File: src/rtl/flash_wave_loader.sv
// Copies a waveform table from serial flash (via flash_ctrl) into the wave RAM,
// packing FDATA_NBIT bytes MSB-first into SAMPLE_NBIT samples.
module flash_wave_loader #(
    parameter int FADDR_NBIT  = 24,
    parameter int FDATA_NBIT  = 8,
    parameter int SAMPLE_NBIT = 16,
    parameter int WADDR_NBIT  = 10,
    parameter int TIMEOUT     = 4096,
    parameter int TO_NBIT     = 13
) (
    input  logic                   mclk,
    input  logic                   rst,
    input  logic                   start,
    input  logic [FADDR_NBIT-1:0]  base_addr,
    input  logic [WADDR_NBIT:0]    nsamp,
    output logic                   busy,
    output logic                   done,
    output logic                   err,
    output logic                   flash_rd,
    output logic [FADDR_NBIT-1:0]  flash_raddr,
    input  logic                   flash_rstatus,
    input  logic [FDATA_NBIT-1:0]  flash_rdata,
    input  logic                   flash_rdv,
    output logic                   wr_en,
    output logic [WADDR_NBIT-1:0]  wr_addr,
    output logic [SAMPLE_NBIT-1:0] wr_data,
    output logic [2:0]             dbg_state
);

    localparam int BPS     = SAMPLE_NBIT / FDATA_NBIT;
    localparam int BC_NBIT = (BPS > 1) ? $clog2(BPS) : 1;
    localparam logic [BC_NBIT-1:0] BC_LAST = BC_NBIT'(BPS - 1);
    localparam logic [TO_NBIT-1:0] TO_LAST = TO_NBIT'(TIMEOUT - 1);

    localparam logic [2:0] S_IDLE  = 3'd0;
    localparam logic [2:0] S_REQ   = 3'd1;
    localparam logic [2:0] S_WAIT  = 3'd2;
    localparam logic [2:0] S_WRITE = 3'd3;
    localparam logic [2:0] S_DONE  = 3'd4;

    logic [2:0]             state_q, state_d;
    logic                   busy_q, busy_d;
    logic                   err_q, err_d;
    logic                   rd_q, rd_d;
    logic                   rdv_q;
    logic [FADDR_NBIT-1:0]  raddr_q, raddr_d;
    logic [WADDR_NBIT:0]    nsamp_q, nsamp_d;
    logic [WADDR_NBIT:0]    samp_cnt_q, samp_cnt_d;
    logic [BC_NBIT-1:0]     byte_cnt_q, byte_cnt_d;
    logic [TO_NBIT-1:0]     to_cnt_q, to_cnt_d;
    logic [SAMPLE_NBIT-1:0] asm_q, asm_d;
    logic [SAMPLE_NBIT+FDATA_NBIT-1:0] asm_shift;
    logic                   byte_evt;

    // flash_rdv is a level that stays high between reads, so only its rising
    // edge marks a fresh byte; flash_rd is issued only when flash_rstatus is high.
    assign byte_evt  = flash_rdv & ~rdv_q;
    assign asm_shift = {asm_q, flash_rdata};

    always_comb begin
        state_d    = state_q;
        busy_d     = busy_q;
        err_d      = err_q;
        rd_d       = 1'b0;
        raddr_d    = raddr_q;
        nsamp_d    = nsamp_q;
        samp_cnt_d = samp_cnt_q;
        byte_cnt_d = byte_cnt_q;
        to_cnt_d   = to_cnt_q;
        asm_d      = asm_q;
        case (state_q)
            S_IDLE: begin
                if (start) begin
                    raddr_d    = base_addr;
                    nsamp_d    = nsamp;
                    err_d      = 1'b0;
                    samp_cnt_d = '0;
                    byte_cnt_d = '0;
                    if (nsamp == '0) begin
                        state_d = S_DONE;
                    end else begin
                        busy_d  = 1'b1;
                        state_d = S_REQ;
                    end
                end
            end
            S_REQ: begin
                if (flash_rstatus) begin
                    rd_d     = 1'b1;
                    to_cnt_d = '0;
                    state_d  = S_WAIT;
                end
            end
            S_WAIT: begin
                to_cnt_d = to_cnt_q + 1'b1;
                if (byte_evt) begin
                    asm_d   = asm_shift[SAMPLE_NBIT-1:0];
                    raddr_d = raddr_q + 1'b1;
                    if (byte_cnt_q == BC_LAST) begin
                        byte_cnt_d = '0;
                        state_d    = S_WRITE;
                    end else begin
                        byte_cnt_d = byte_cnt_q + 1'b1;
                        state_d    = S_REQ;
                    end
                end else if (to_cnt_q == TO_LAST) begin
                    err_d   = 1'b1;
                    busy_d  = 1'b0;
                    state_d = S_DONE;
                end
            end
            S_WRITE: begin
                samp_cnt_d = samp_cnt_q + 1'b1;
                if (samp_cnt_d == nsamp_q) begin
                    busy_d  = 1'b0;
                    state_d = S_DONE;
                end else begin
                    state_d = S_REQ;
                end
            end
            S_DONE: begin
                busy_d  = 1'b0;
                state_d = S_IDLE;
            end
            default: state_d = S_IDLE;
        endcase
    end

    always_ff @(posedge mclk) begin
        if (rst) begin
            state_q    <= S_IDLE;
            busy_q     <= 1'b0;
            err_q      <= 1'b0;
            rd_q       <= 1'b0;
            rdv_q      <= 1'b0;
            raddr_q    <= '0;
            nsamp_q    <= '0;
            samp_cnt_q <= '0;
            byte_cnt_q <= '0;
            to_cnt_q   <= '0;
            asm_q      <= '0;
        end else begin
            state_q    <= state_d;
            busy_q     <= busy_d;
            err_q      <= err_d;
            rd_q       <= rd_d;
            rdv_q      <= flash_rdv;
            raddr_q    <= raddr_d;
            nsamp_q    <= nsamp_d;
            samp_cnt_q <= samp_cnt_d;
            byte_cnt_q <= byte_cnt_d;
            to_cnt_q   <= to_cnt_d;
            asm_q      <= asm_d;
        end
    end

    assign busy        = busy_q;
    assign done        = (state_q == S_DONE);
    assign err         = err_q;
    assign flash_rd    = rd_q;
    assign flash_raddr = raddr_q;
    assign wr_en       = (state_q == S_WRITE);
    assign wr_addr     = samp_cnt_q[WADDR_NBIT-1:0];
    assign wr_data     = asm_q;
    assign dbg_state   = state_q;

endmodule

File: config.mk
export PLATFORM = sky130hd
export DESIGN_NAME = flash_wave_loader
export DESIGN_NICKNAME = d
export VERILOG_FILES = /design/src/rtl/flash_wave_loader.sv
export SDC_FILE = /design/constraint.sdc
export NUM_CORES = 1
export LEC_CHECK = 0
export ABC_AREA = 1
export ABC_CLOCK_PERIOD_IN_PS = 2100
export CAP_MARGIN = 20
export CORE_MARGIN = 2
export CORE_UTILIZATION = 50
export DETAILED_ROUTE_END_ITERATION = 7
export GPL_TIMING_DRIVEN = 0
export PLACE_DENSITY = 0.8
export SYNTH_ARGS = -nofsm -noshare
export SYNTH_HDL_FRONTEND = slang
export SYNTH_SLANG_ARGS = --single-unit
File: constraint.sdc
create_clock -name mclk -period 2.1 [get_ports mclk]
set_input_delay 0.42 -clock mclk [delete_from_list [all_inputs] [get_ports mclk]]
set_output_delay 0.42 -clock mclk [all_outputs]
set_load 0.05 [all_outputs]
## Word-level counts from Yosys, hierarchy flattened

Index checks and enable logic that the tools add are counted.

- $add $sub $neg: 4
- Equal/unequal tests: 14
- Multiplexer cells: 29
- Bitwise gates (word level): 3
- Reduce and logical (&&, ||, !) cells: 15

Operators by type and width:

| cell | number |
|---|---|
| two-way mux 24 bit | 2 |
| one-hot mux 24 bit (2 select lines) | 1 |
| one-hot mux 13 bit (2 select lines) | 1 |
| adder 24 x 1 -> 24 bit (second input constant) | 1 |
| one-hot mux 11 bit (2 select lines) | 1 |
| two-way mux 3 bit | 6 |
| adder 13 x 1 -> 13 bit (second input constant) | 1 |
| equality test 13 x 12 -> 1 bit (second input constant) | 1 |
| two-way mux 13 bit | 1 |
| != test 2 bit (second input constant) | 6 |
| one-hot mux 3 bit (4 select lines) | 1 |
| adder 11 x 1 -> 11 bit (second input constant) | 1 |
| equality test 11 bit | 1 |
| logical NOT 11 bit | 1 |
| two-way mux 1 bit | 11 |
| two-way mux 11 bit | 1 |
| AND reduction 2 bit | 4 |
| equality test 3 x 2 -> 1 bit (second input constant) | 2 |
| AND reduction 3 bit | 2 |
| AND reduction 6 bit | 1 |
| nonzero test 2 bit | 3 |
| one-hot mux 1 bit (2 select lines) | 2 |
| one-hot mux 1 bit (4 select lines) | 1 |
| AND reduction 4 bit | 1 |
| other kinds (11) | 12 |

- Flip-flop bits (word level): 83
- Input bits: 48
- Output and inout bits: 58
- Word-level logic and storage cells: 76

## Depth between registers and ports, before layout

Gate-level depths: netlist of the first run.

- Word-level depth: 4
- Gate-level depth with buffers: 16
- Mapped depth without buffers: 16

## Least setup slack after synthesis of the first run

OpenSTA, ideal clock, no wires.

- Path type: register to output
- From: register state_q[2] (netlist: dbg_state[2])
- To: output done
- Arrival: 1.936 ns
- Required time: 1.680 ns
- Path slack: -0.256 ns
- Stages on the path, launching flop included: 3
- Buffers on the path: 0
- Cell sequence: dfxtp_1 inv_1 nor3_1

- Longest elaborated chain between the ends: 1

RTL lines:

| what | line | source |
|---|---|---|
| start: declaration | 41 | `logic [2:0] state_q, state_d;` |
| start signal: assignment | 143 | `state_q <= state_d;` |
| equality test 3 bit | 158 | `assign done = (state_q == S_DONE);` |
| end: declaration | 17 | `output logic done,` |

No other way between the ends.

## Final worst setup path of the first run

- From: register raddr_q[16] (netlist: flash_raddr[16])
- To: output flash_raddr[16]

RTL lines:

| what | line | source |
|---|---|---|
| start: declaration | 46 | `logic [FADDR_NBIT-1:0] raddr_q, raddr_d;` |
| start signal: assignment | 148 | `raddr_q <= raddr_d;` |
| end: declaration | 20 | `output logic [FADDR_NBIT-1:0] flash_raddr,` |

No word-level cell between the ends.

==> results.ini, run 1 <==
[synthesis]
syn_inst = 664
async_reset_ff_share_pct = 0
yosysTopAreaCell = dfxtp_1
ys_types = 44
syn-num-nets = 715
yosysWarnings = 0
synth-edff-count = 0
netlist_area_mm2 = 0.00451
synthTopCellsByArea = dfxtp_1 37%, nand2_1 11%, o21ai_0 7.3%, nor2_1 6.9%, a21oi_1 6.1%
ys_seq_elements = 83
synthFlopType = dfxtp_1
ys_seq_area_share_pct = 36.9
yosys.area.top_type_share_pct = 36.9
syn_avg_cell_area_um2 = 6.79

[sta]
fin_skew_ns = 0.0142
finalSetupTns_ns = 0
max_freq_mhz = 485
setup_viol = 0
slew_headroom_pct = 51.9
fin_crit_ns = 2.06
finalHoldViolCount = 0
worst_pin_slew_ns = 0.721
hold_ws_ns = 0.454
grt_setup_unrepaired = no
slew_viol_final = 0
period_share_pct = 98.2

[setup_path]
max_stage_delay_ns = 0.84
slowest_stage = clkdlybuf4s50_1
crit_family = buffers and inverters
start_kind = flop
cp_max_fo = 5
required_ns = 1.68
startpoint = flash_raddr[16]
path_buf_inv = 1
cp_cell_sequence = clkdlybuf4s50_1
rr_startpoint = to_cnt_q[0]
critPathArrivalTime_ns = 1.64
timing_worst_setup_path_type = reg -> out
critPathCaptureType = primary output

[floorplanning]
die_h_um = 98.9
coreArea_mm2 = 0.00872
die-area_mm2 = 0.00979
core.rowCount = 34
start_util_pct = 51.7
io_pins = 106
die_w_um = 98.9

[clock_tree]
root_buffer = clkbuf_8
cts_setup_buffers = 0
htreeDepth = 3
cts_buffer_depth = 2
cts_tree = done
path_clk_slew_ns = 0.09
cts_made_buffers = 9
clk-insertion-delay-late_ns = 0.36
cts.sinks = 83

[drt]
first_iter_violations = 386
ant_nets = 0
dr.pass1.iters = 5
routed_wl_um = 14000
drc = 0
vias_per_cell = 5.60
drt-wirelength-per-cell_um = 15.7
vias = 4994

[worst_hold_path]
hold_start = rst
hp-class = in -> reg

[power]
ir_drop_v = 0.000712
powerDensity_mw_per_mm2 = 1000
p_leak_uw = 0.00248

[grt]
grt_max_degree = 16
grt_pass1_wl_um = 22400
grt.total_usage_pct = 28.2
grt-ovfl-total = 0
grt_pass1_vias = 4726
antenna_found_initial = 0

[cells_and_area]
final_common_cell = nand2_1
drive_gt1_share_pct = 11.2
n_antenna_cell = 0
syn2layout_area_growth_pct = 33.4
final_nets = 830
final_cell_mix = 135 x nand2_1, 81 x clkdlybuf4s50_1, 79 x nor2_1, 77 x dfxtp_1, 66 x o21ai_0

[outcome]
status = completed

[placed_design]
dp_hpwl_um = 10100
port_buffers = 104
gp_congestion = 0.934

[run]
maxCapViolCount = 0

[worst paths after layout]
kind / to / slack [ns] / cells past startpoint
min reg2reg: to_cnt_q[10] / 0.47 / 1
min: to_cnt_q[8] / 0.45 / 2
max reg2reg: busy / 0.14 / 13
max: flash_raddr[16] / 0.04 / 1
[flip-flops by register name (all words and copies together), names as in the netlist]
| register | cells |
|---|---|
| nsamp_q | 11 |
| dbg_state | 3 |
| to_cnt_q | 13 |
| flash_raddr | 24 |
| byte_cnt_q | 1 |
| busy | 1 |
| wr_data | 16 |
| samp_cnt_q | 11 |
| err | 1 |
| flash_rd | 1 |
| rdv_q | 1 |
[where the power goes]
group	switching [µW]	total [µW]	internal, µW
logic	1710	2560	849
clock network	620	1340	717
registers	280	2120	1840
total	2610	6020	3400
[logic make-up after synthesis]
family / share of synthesized area [%]
simple gates: 31.8
xor+xnor: 2.14
buf+inv: 9.64
fa+ha+maj: 0.833
compound gates: 18.7
flops: 36.9
[layer usage]
| layer | track usage [%] | vias to the layer above | share of wire, % |
|---|---|---|---|
| li1 | - | 2420 | - |
| met1 | 35.9 | 2301 | 40 |
| met2 | 48.1 | 246 | 49 |
| met3 | 4.75 | 27 | 8.2 |
| met4 | 9.69 | 0 | 2.2 |
| met5 | 0 | - | 0 |
[cell type report]
type / count / area [µm²]
fillers: 771 / 2710
multi-input cells: 485 / 2480
flip-flops and latches: 83 / 1670
repair buffers: 104 / 1050
inverters: 61 / 230
plain buffers: 35 / 210
clock buffers: 10 / 138
well taps: 108 / 135
clock inverters: 6 / 95.1
[what timing repair did]
action	in CTS	in global routing
resized for setup	21	33
endpoints found under the setup margin	15	33
hold buffers	0	0
pin swaps	0	3
[cells in the mapped netlist (6+ instances only)]
cell      number
a211oi_1       7
a21oi_1       55
buf_2          7
buf_4         11
clkbuf_1      13
dfxtp_1       83
inv_1         54
nand2_1      137
nand3_1       47
nand4_1        7
nor2_1        83
nor2_2         7
nor3_1         9
o21ai_0       66
or2_2          6
xor2_1         7
[per-stage QoR]
| stage | instance area, µm² | worst slack [ns] | cells | total power [µW] | utilization (%) |
|---|---|---|---|---|---|
| after floorplan | 4510 | 0.00661 | 664 | 3790 | - |
| final | 6010 | 0.0369 | 892 | 6020 | 68.9 |
| after CTS | 5910 | -0.0176 | 892 | 5980 | 67.7 |
| after detailed placement | 5690 | -0.372 | 876 | 4650 | 65.2 |
| after global routing | 6010 | 0.000884 | 892 | 6300 | 68.9 |
| after global placement | 5690 | -0.377 | 876 | 4620 | 65.2 |
No activity file was read; power rests on OpenSTA's default activity.
==> run 2: changes to the inputs <==
--- a/config.mk
+++ b/config.mk
@@ -11,8 +11,8 @@
 export CORE_MARGIN = 2
 export CORE_UTILIZATION = 50
 export DETAILED_ROUTE_END_ITERATION = 7
-export GPL_TIMING_DRIVEN = 0
 export PLACE_DENSITY = 0.8
+export SKIP_CTS_REPAIR_TIMING = 1
 export SYNTH_ARGS = -nofsm -noshare
 export SYNTH_HDL_FRONTEND = slang
 export SYNTH_SLANG_ARGS = --single-unit
==> run 2 against run 1 <==
  * Clock-buffer cell count did not move
  * Maximum frequency is 0.34% higher
  * Combinational power about the same
  * Clock skew is 0.0054 ns lower
  * Cell area is 1.1% lower
  * Critical path type unchanged
  * Highest routed layer unchanged
==> results.ini, run 2 (synthesis results as in run 1) <==
[outcome]
status = completed

[cells_and_area]
syn2layout_area_growth_pct = 31.9
largest_reg_flops = 24
fin_cells = 876
final_common_cell = nand2_1
final_cell_mix = 133 x nand2_1, 86 x clkdlybuf4s50_1, 81 x nor2_1, 78 x dfxtp_1, 65 x o21ai_0
n_antenna_cell = 0
fin_area_mm2 = 0.00594
drive_gt1_share_pct = 10.9
final_nets = 814

[drt]
m1WireLength_um = 5430
wl_met3_um = 648
topRoutingLayerUsed = met4
vias_per_cell = 5.54
drt-wirelength-per-cell_um = 14.4
routed_wl_um = 12600
dr.pass1.iters = 5
ant_nets = 0
first_iter_violations = 241
drc = 0
vias = 4856
met2_length_um = 6230

[sta]
hold_ws_ns = 0.461
period_share_pct = 97.9
slew_headroom_pct = 63.5
worst_pin_slew_ns = 0.545
max_freq_mhz = 486
slew_viol_final = 0
fin_ws_ns = 0.0438
grt_setup_unrepaired = yes
setup_viol = 0
fin_crit_ns = 2.06
fin_skew_ns = 0.00880
finalHoldViolCount = 0

[setup_path]
critPathArrivalTime_ns = 1.64
slowest_stage = clkdlybuf4s50_1
cp_cell_sequence = clkdlybuf4s50_1
rrSetupSlack_ns = 0.15
max_stage_delay_ns = 0.84
path_buf_inv = 1
critPathCaptureType = primary output
required_ns = 1.68
timing_worst_setup_path_type = reg -> out
rr_endpoint = busy
cp_max_fo = 5
start_kind = flop
rr_startpoint = to_cnt_q[0]
crit_family = buffers and inverters
r2r_cells = 13

[grt]
antenna_found_initial = 0
grt_pass1_wl_um = 20400
grt.total_usage_pct = 25.2
grt_max_degree = 43
grt-ovfl-total = 0
grt_pass1_vias = 4594

[clock_tree]
root_buffer = clkbuf_8
clk-insertion-delay-late_ns = 0.35
path_clk_slew_ns = 0.09
htreeDepth = 3
cts_made_buffers = 9
cts_buffer_depth = 2
cts_tree = done
cts.sinks = 83

[placed_design]
dp_hpwl_um = 9050
placedCellCount = 858
port_buffers = 105
dp_slack_ns = -0.00626
placed_cell_area_mm2 = 0.00563
gp_congestion = 0.914

[worst_hold_path]
hold_start = err
hold_path_end = err
worstHoldPathCells = 2
hp-class = reg -> reg

[power]
power_uw = 5910
powerDensity_mw_per_mm2 = 995
p_comb_share_pct = 42.8
p_switching_uw = 2520
clockPowerShare_pct = 21.4
p_int_uw = 3390
ir_drop_v = 0.000628
p_leak_uw = 0.00253
switching_share_pct = 42.6
p_seq_share_pct = 35.8

[floorplanning]
core.rowCount = 34
coreArea_mm2 = 0.00872
die_w_um = 98.9
die_h_um = 98.9
io_pins = 106
start_util_pct = 51.7
die-area_mm2 = 0.00979

[run]
maxCapViolCount = 0

==> run 2: cell types whose count changed in the layout (fill, tap and decap cells not counted), sizes merged, moves of 2 or more <==
cell / delta
clkdlybuf4s50: +5
clkinv: +2
inv: -3
dlymetal6s2s: +5
clkbuf: -13
dlygate4sd2: -11
==> run 2: worst max-delay path by stage <==
stage                     from  cells past startpoint               to
6_report        flash_raddr[5]                      1   flash_raddr[5]
5_1_grt            to_cnt_q[0]                     13             busy
4_1_cts        flash_raddr[15]                      1  flash_raddr[15]
3_5_place_dp          nsamp[0]                     12             busy
3_3_place_gp         flash_rdv                      7   flash_raddr[7]
2_1_floorplan   flash_raddr[0]                     12  flash_raddr[18]
==> run 2: stage by stage <==
| stage | setup TNS (ns) | utilization (%) |
|---|---|---|
| 4_1_cts | -0.0214 | 67.0 |
| 5_1_grt | -0.0154 | 68.2 |
| 3_5_place_dp | -0.00626 | 64.5 |
| 2_1_floorplan | 0 | - |
| 3_3_place_gp | 0 | 64.5 |
| 6_report | 0 | 68.2 |
==> run 2: layer usage <==
metal  vias to the layer above  track usage (%)
li1                       2398                -
met1                      2288             30.0
met2                       142             43.8
met3                        28             5.25
met4                         0             10.5
met5                         -                0
==> run 2: layout make-up <==
type	count	area, µm²
fillers	740	2780
repair buffers	123	1240
flip-flops and latches	83	1670
well taps	108	135
multi-input cells	485	2450
clock inverters	6	90.1
clock buffers	10	128
inverters	61	230
==> run 2: worst min-delay path, cell delays in order, from the launching register on <==
cell and delay [ns]:
dfxtp_1 0.32, inv_1 0.05, a211oi_1 0.06
==> run 2: power by group through the flow <==
stage	Combinational, µW	Sequential (µW)	Clock, µW
after floorplan	1060	2720	0
after global routing	2720	2150	1360
final	2530	2120	1270
after detailed placement	2490	2130	0
after CTS	2510	2100	1280
after global placement	2440	2130	0
==> run 3: changes to the inputs <==
--- a/config.mk
+++ b/config.mk
@@ -9,9 +9,9 @@
 export ABC_CLOCK_PERIOD_IN_PS = 2100
 export CAP_MARGIN = 20
 export CORE_MARGIN = 2
-export CORE_UTILIZATION = 50
+export CORE_UTILIZATION = 45
 export DETAILED_ROUTE_END_ITERATION = 7
-export PLACE_DENSITY = 0.8
+export PLACE_DENSITY = 0.73
 export SKIP_CTS_REPAIR_TIMING = 1
 export SYNTH_ARGS = -nofsm -noshare
 export SYNTH_HDL_FRONTEND = slang
==> run 3 against run 2 <==
  * Clock power rose by 3%
  * Clock-buffer cell count shrank 1
  * Via count shrank 1.1%
  * Power rose by 0.45%
  * Register-to-register slack better by 0.02 ns
  * Maximum frequency shrank 0.50%
  * Global-route usage down 2.3 points
  * Critical path depth did not move
  * Critical path type unchanged
  * Largest power group unchanged
==> results.ini, run 3 (synthesis results as in run 1) <==
[outcome]
status = completed

[floorplanning]
die-area_mm2 = 0.0108
start_util_pct = 46.3
core.rowCount = 36
io_pins = 106
coreArea_mm2 = 0.00973
die_h_um = 104
die_w_um = 104

[clock_tree]
htreeDepth = 3
cts_tree = done
path_clk_slew_ns = 0.09
cts_buffer_depth = 2
cts_made_buffers = 9
root_buffer = clkbuf_8
clk-insertion-delay-late_ns = 0.35
cts.sinks = 83

[placed_design]
gp_congestion = 0.873
dp_hpwl_um = 8940
placedCellCount = 890
port_buffers = 105

[setup_path]
slowest_stage = clkdlybuf4s50_1
max_stage_delay_ns = 0.86
path_buf_inv = 1
cp_max_fo = 5
required_ns = 1.68
timing_worst_setup_path_type = reg -> out
crit_family = buffers and inverters
critPathArrivalTime_ns = 1.65
start_kind = flop
critPathCaptureType = primary output
cp_cell_sequence = clkdlybuf4s50_1

[sta]
finalHoldViolCount = 0
slew_headroom_pct = 64.9
fin_skew_ns = 0.00991
grt_setup_unrepaired = no
fin_crit_ns = 2.07
hold_ws_ns = 0.454
max_freq_mhz = 484
worst_pin_slew_ns = 0.525
period_share_pct = 98.4
slew_viol_final = 0
setup_viol = 0

[drt]
ant_nets = 0
first_iter_violations = 272
drc = 0
drt-wirelength-per-cell_um = 13.6
routed_wl_um = 12400
dr.pass1.iters = 5
vias = 4804
vias_per_cell = 5.29

[cells_and_area]
fin_cells = 908
final_nets = 821
n_antenna_cell = 0
final_common_cell = nand2_1
final_cell_mix = 136 x nand2_1, 89 x clkdlybuf4s50_1, 81 x nor2_1, 81 x dfxtp_1, 66 x o21ai_0
largest_reg_flops = 24
syn2layout_area_growth_pct = 33.4
drive_gt1_share_pct = 11.0

[power]
ir_drop_v = 0.000554
p_switching_uw = 2530
p_int_uw = 3410
p_comb_share_pct = 42.9
clockPowerShare_pct = 22.1
p_leak_uw = 0.00250
powerDensity_mw_per_mm2 = 988
switching_share_pct = 42.5
p_seq_share_pct = 35.0

[grt]
grt_pass1_vias = 4631
grt-ovfl-total = 0
antenna_found_initial = 0
grt_max_degree = 43
grt.total_usage_pct = 22.9
grt_pass1_wl_um = 20900

[run]
maxCapViolCount = 0

[worst_hold_path]
hp-class = reg -> reg

==> run 3: layout make-up <==
type,instances,area (µm²)
flip-flops and latches,83,1660
fillers,927,3720
clock inverters,7,100
well taps,133,166
clock buffers,9,124
multi-input cells,485,2440
inverters,61,230
repair buffers,130,1290
==> run 3: metrics by stage <==
step	TNS (ns)	total power [µW]	util (%)	cell area, µm²	worst slack (ns)
6_report	0	5940	61.8	6010	0.0335
5_1_grt	0	6270	61.8	6010	0.00629
4_1_cts	-0.0423	5960	61.0	5940	-0.0235
3_5_place_dp	0	4640	58.7	5710	0.0561
3_3_place_gp	0	4600	58.7	5710	0.104
2_1_floorplan	0	3790	-	4510	0.00661
==> run 3: layer usage <==
metal	track usage [%]	wire length (µm)	vias up
met5	0	0	-
met4	7.43	97	0
met3	4.76	794	7
met2	37.5	5850	149
met1	30.2	5620	2243
li1	-	-	2405
==> run 3: power by group through the flow <==
stage	clock, µW	sequential [µW]	combinational [µW]
2_1_floorplan	0	2720	1060
3_3_place_gp	0	2100	2500
3_5_place_dp	0	2100	2540
4_1_cts	1340	2070	2550
5_1_grt	1400	2120	2760
6_report	1310	2080	2550
==> run 3: path summary, 6_finish.rpt <==
path | start | end | slack, ns | cells past startpoint
max | dbg_state[1] | dbg_state[1] | 0.03 | 1
min | to_cnt_q[0] | to_cnt_q[0] | 0.45 | 1
max reg2reg | flash_raddr[1] | flash_raddr[18] | 0.17 | 12
min reg2reg | to_cnt_q[0] | to_cnt_q[0] | 0.45 | 1
